`src/rtl/imem_dport_arbiter_pkg.sv`:
```
// Shared definitions for the instruction-memory data-port arbiter:
// response tag encoding and the implemented memory address width.
package imem_dport_arbiter_pkg;

  localparam int IMEM_AW = 10;
  localparam int REQ_AW  = 29;
  localparam int DW      = 32;

  typedef enum logic [2:0] {
    TAG_NONE    = 3'd0,
    TAG_CPU_OK  = 3'd1,
    TAG_CPU_ERR = 3'd2,
    TAG_DBG_OK  = 3'd3,
    TAG_DBG_ERR = 3'd4
  } resp_tag_e;

  // Tag for a grant, given which requester owns it and whether the
  // address fell outside the implemented memory.
  function automatic resp_tag_e grant_tag(input logic is_dbg, input logic oor);
    if (is_dbg) return oor ? TAG_DBG_ERR : TAG_DBG_OK;
    return oor ? TAG_CPU_ERR : TAG_CPU_OK;
  endfunction

endpackage

```
`src/rtl/imem_starve_counter.sv`:
```
// Saturating count of consecutive cycles the debug requester was denied;
// at_limit forces the next debug request to win arbitration.
module imem_starve_counter
  import imem_dport_arbiter_pkg::*;
#(
  parameter int STARVE_LIMIT = 4
) (
  input  logic clk,
  input  logic rst,
  input  logic inc,
  input  logic clr,
  output logic at_limit
);

  localparam logic [3:0] LIMIT = 4'(STARVE_LIMIT);

  logic [3:0] cnt_reg;

  always_ff @(posedge clk or posedge rst) begin
    if (rst) begin
      cnt_reg <= 4'd0;
    end else if (clr) begin
      cnt_reg <= 4'd0;
    end else if (inc && (cnt_reg != LIMIT)) begin
      cnt_reg <= cnt_reg + 4'd1;
    end
  end

  assign at_limit = (cnt_reg == LIMIT);

endmodule

```
`src/rtl/imem_dport_arbiter.sv`:
```
// Two-requester arbiter (CPU load path, debug monitor) for the data-side
// read port of the instruction memory, with starvation guard and range check.
module imem_dport_arbiter
  import imem_dport_arbiter_pkg::*;
#(
  parameter int AW           = IMEM_AW,
  parameter int STARVE_LIMIT = 4
) (
  input  logic              clk,
  input  logic              rst,
  input  logic              cpu_req,
  input  logic [REQ_AW-1:0] cpu_addr,
  output logic              cpu_gnt,
  output logic              cpu_valid,
  output logic [DW-1:0]     cpu_data,
  output logic              cpu_err,
  input  logic              dbg_req,
  input  logic [REQ_AW-1:0] dbg_addr,
  output logic              dbg_gnt,
  output logic              dbg_valid,
  output logic [DW-1:0]     dbg_data,
  output logic              dbg_err,
  output logic              mem_en,
  output logic [AW-1:0]     mem_addr,
  input  logic [DW-1:0]     mem_data
);

  logic      dbg_at_limit;
  logic      starve_inc;
  logic      starve_clr;
  logic      cpu_oor;
  logic      dbg_oor;
  resp_tag_e tag_reg;
  resp_tag_e tag_next;

  assign cpu_oor = |cpu_addr[REQ_AW-1:AW];
  assign dbg_oor = |dbg_addr[REQ_AW-1:AW];

  // Grants are masked by reset so nothing is issued while rst is high.
  always_comb begin
    cpu_gnt = 1'b0;
    dbg_gnt = 1'b0;
    if (!rst) begin
      if (dbg_req && dbg_at_limit) begin
        dbg_gnt = 1'b1;
      end else if (cpu_req) begin
        cpu_gnt = 1'b1;
      end else if (dbg_req) begin
        dbg_gnt = 1'b1;
      end
    end
  end

  assign starve_inc = dbg_req & ~dbg_gnt;
  assign starve_clr = dbg_gnt | ~dbg_req;

  imem_starve_counter #(
    .STARVE_LIMIT(STARVE_LIMIT)
  ) u_starve (
    .clk      (clk),
    .rst      (rst),
    .inc      (starve_inc),
    .clr      (starve_clr),
    .at_limit (dbg_at_limit)
  );

  // Out-of-range grants never touch memory but still get a response.
  always_comb begin
    mem_en   = 1'b0;
    mem_addr = '0;
    if (cpu_gnt && !cpu_oor) begin
      mem_en   = 1'b1;
      mem_addr = cpu_addr[AW-1:0];
    end else if (dbg_gnt && !dbg_oor) begin
      mem_en   = 1'b1;
      mem_addr = dbg_addr[AW-1:0];
    end
  end

  always_comb begin
    tag_next = TAG_NONE;
    if (cpu_gnt) begin
      tag_next = grant_tag(1'b0, cpu_oor);
    end else if (dbg_gnt) begin
      tag_next = grant_tag(1'b1, dbg_oor);
    end
  end

  always_ff @(posedge clk or posedge rst) begin
    if (rst) begin
      tag_reg <= TAG_NONE;
    end else begin
      tag_reg <= tag_next;
    end
  end

  // Index 0 is the CPU path, index 1 the debug path.
  logic [1:0]    resp_ok;
  logic [1:0]    resp_err;
  logic [DW-1:0] hold_reg [2];
  logic [DW-1:0] data_out [2];

  assign resp_ok[0]  = (tag_reg == TAG_CPU_OK);
  assign resp_err[0] = (tag_reg == TAG_CPU_ERR);
  assign resp_ok[1]  = (tag_reg == TAG_DBG_OK);
  assign resp_err[1] = (tag_reg == TAG_DBG_ERR);

  always_ff @(posedge clk or posedge rst) begin
    if (rst) begin
      for (int i = 0; i < 2; i++) hold_reg[i] <= '0;
    end else begin
      for (int i = 0; i < 2; i++) begin
        if (resp_ok[i]) begin
          hold_reg[i] <= mem_data;
        end else if (resp_err[i]) begin
          hold_reg[i] <= '0;
        end
      end
    end
  end

  // During the response cycle the memory data is forwarded directly;
  // afterwards the captured copy holds until the next response.
  genvar gi;
  generate
    for (gi = 0; gi < 2; gi++) begin : g_resp
      assign data_out[gi] = resp_ok[gi]  ? mem_data :
                            resp_err[gi] ? '0       : hold_reg[gi];
    end
  endgenerate

  assign cpu_valid = resp_ok[0] | resp_err[0];
  assign cpu_err   = resp_err[0];
  assign cpu_data  = data_out[0];
  assign dbg_valid = resp_ok[1] | resp_err[1];
  assign dbg_err   = resp_err[1];
  assign dbg_data  = data_out[1];

endmodule

```
`config.mk`:
```
export PLATFORM = sky130hd
export DESIGN_NAME = imem_dport_arbiter
export DESIGN_NICKNAME = d
export VERILOG_FILES = /design/src/rtl/imem_dport_arbiter_pkg.sv /design/src/rtl/imem_starve_counter.sv /design/src/rtl/imem_dport_arbiter.sv
export SDC_FILE = /design/constraint.sdc
export NUM_CORES = 1
export LEC_CHECK = 0
export CAP_MARGIN = 20
export CORE_ASPECT_RATIO = 1.75
export CORE_MARGIN = 2
export CORE_UTILIZATION = 40
export CTS_CLUSTER_SIZE = 8
export DETAILED_ROUTE_END_ITERATION = 12
export PLACE_DENSITY = 0.85
export SLEW_MARGIN = 10
export SYNTH_ARGS = -nofsm -noshare
export SYNTH_HDL_FRONTEND = slang
export SYNTH_HIERARCHICAL = 1
export SYNTH_SLANG_ARGS = --single-unit
```
`constraint.sdc`:
```
create_clock -name clk -period 9.3 [get_ports clk]
set_input_delay 2.79 -clock clk [delete_from_list [all_inputs] [get_ports clk]]
set_output_delay 2.79 -clock clk [all_outputs]
set_load 0.01 [all_outputs]
```
==> metrics.cfg <==
[timing]
layout_min_cycle_time_ns=7.95
slew_headroom=0.409
hold_ws_ns=0.492
timing.final.crit_share=0.855
final.setup.tns_ns=0
fin_skew_ns=0.00594
rsz0062_at_grt=no
setup_viol=0
final.setup.worst_slack_ns=1.35
worstMarginPinSlew_ns=0.883
hold_violations=0
drv_slew=0
clock.fmax_ghz=0.126

[logic_synthesis]
synth_edf_count=0
synthCells=216
synth_area_leader_cell=dfrtp_1
synth_commonest_cells=71 x dfrtp_1, 64 x a22o_1, 9 x a32o_1
synthTopCellsByArea=dfrtp_1 61%, a22o_1 19%, a32o_1 3.1%, nor4_1 1.7%, nor4_4 1.5%
synth_seq_cells=71
synth.most_common_cell=dfrtp_1
syn_nets=312
synthArstFlopShare=1.00
synth.avg_cell_area_um2=13.4
synth_top_area_frac=0.613
synth_warnings=6
yosys_most_used_dff=dfrtp_1
ys_types=29
yosysSeqAreaShare=0.613
synth_area_um2=2900

[clock_tree]
cts_setup_buffers=0
h-tree-depth=3
clock_sinks=71
cts-resized-gates=0
cts_tree=yes
ctsHoldBuffers=0
clock-root-buffer=clkbuf_16
insertion_delay_ns=0.33
clk_pin_slew_ns=0.05
clockBufferDepth=2
cts_buffers=9

[route]
routed_via_density=5.51
drcViolationCount=0
drtIter0Drc=105
ant_nets=0
vias=2646
first_pass_iters=4
wl_per_cell_um=18.9
wirelength_um=9080

[critical_path]
crit_fanout=14
worstPathRequired_ns=6.51
path_common_cell=clkdlybuf4s50_1
crit_type=in2out
critPathLaunchType=primary input
cp.buffers_inverters=2
path_cells=clkdlybuf4s50_1 > nor4_1 > nand4_1 > nor4_4 > a32o_1 > clkdlybuf4s50_1
critPathTopFamily=simple AND/OR/NAND/NOR gates
arrival_ns=5.16
cp-end-kind=output port
max_stage_delay_ns=0.59
slowest_stage=nor4_4

[global_route]
grt-ovfl-total=0
grt_pass1_vias=2803
grt_max_degree=68
grt_pass1_wl_um=13700
antenna_found_initial=0
grtUsageTotal=0.239

[power]
seq_power_share=0.429
combPwrFrac=0.090
intPower_uw=584
power_per_cell_area_nw_per_um2=145
p_leak_uw=0.00220
max-vdd-ir-drop_v=0.000102
p_sw_uw=142
switching_share=0.195
p_clk_frac=0.481

[floorplan]
initial_utilization=0.407
fp.coreArea_um2=7130
dieHeight_um=117
die_area_um2=7970
die_x_um=68.4
io_pins=175
rows=41

[final_layout]
stdcell_area_um2=5020
drive_gt1_frac=0.0787
fin_nets=486
diodes=0
final_util=0.704
area_delta_synth_final_pct=73.1
largest_register_ffs=64
fill_cells=504

[placement]
portBuffers=174
gp_congestion=0.848
place_ws_ns=1.34
hpwl_um=6730
placed_area_um2=4710

[worst_hold_path]
hp-class=reg2reg

[run]
maxCapViolCount=0

[outcome]
outcome=finished clean

power groups by stage:
stage	logic [uW]	clock network, uW	registers [uW]
detailed placement	65.8	0	316
finish	65.4	349	311
floorplan	15.3	0	316
global route	70.3	372	311
global placement	64.2	0	316
CTS	66.0	357	311
per-layer routing:
layer	vias to the layer above	global-route usage	part of all wire
li1	1190	-	-
met1	1275	0.260	0.35
met2	156	0.420	0.55
met3	25	0.0578	0.061
met4	0	0.120	0.037
met5	-	0	0
cells in the final DEF (no fill, tap or decap), types with 2 or more instances in the layout:
master,count
a21o_1,2
a21o_2,2
a21oi_1,4
a22o_1,64
a32o_1,9
buf_4,5
bufinv_16,2
clkbuf_1,3
clkbuf_16,9
clkdlybuf4s50_1,174
dfrtp_1,71
ha_1,2
inv_1,5
inv_2,4
nand2_1,4
nand3_1,4
nand4_1,2
nor2_2,2
nor2b_1,2
nor3b_1,2
nor4_1,8
nor4_4,2
or3_1,2
layout make-up:
type / count / area (um2) / share of cell area
multi-input combinational: 120 / 1010 / 0.202
timing repair buffer: 179 / 1780 / 0.355
tap: 86 / 108 / 0.0214
clock buffer: 12 / 236 / 0.0471
inverter: 9 / 33.8 / 0.00673
clock inverter: 3 / 68.8 / 0.0137
sequential: 71 / 1780 / 0.354
path summary, 6_finish.rpt:
| check | from | endpoint | cells past startpoint | slack (ns) |
|---|---|---|---|---|
| min reg2reg | hold_reg[63] | hold_reg[63] | 1 | 0.49 |
| max | dbg_addr[16] | mem_addr[9] | 6 | 1.35 |
| max reg2reg | u_starve/cnt_reg[0] | u_starve/cnt_reg[3] | 10 | 7.12 |
| max in group asynchronous | rst | hold_reg[41] | 3 | 5.60 |
| min | hold_reg[63] | hold_reg[63] | 1 | 0.49 |
| min in group asynchronous | rst | u_starve/cnt_reg[3] | 2 | 2.78 |
logic make-up after synthesis:
group                      count (synthesis)  share of synthesized area
and+or+nand+nor                           34                     0.0872
DFF                                       71                      0.613
adders and majority gates                  2                    0.00863
buffers and inverters                     25                     0.0401
AOI/OAI and AO/OA                         84                      0.251
through the flow:
stage	total power [uW]	cells
6_report	726	480
5_1_grt	753	480
4_1_cts	734	480
3_5_place_dp	382	465
3_3_place_gp	380	465
2_1_floorplan	331	216
(Power assumes the default switching activity.)
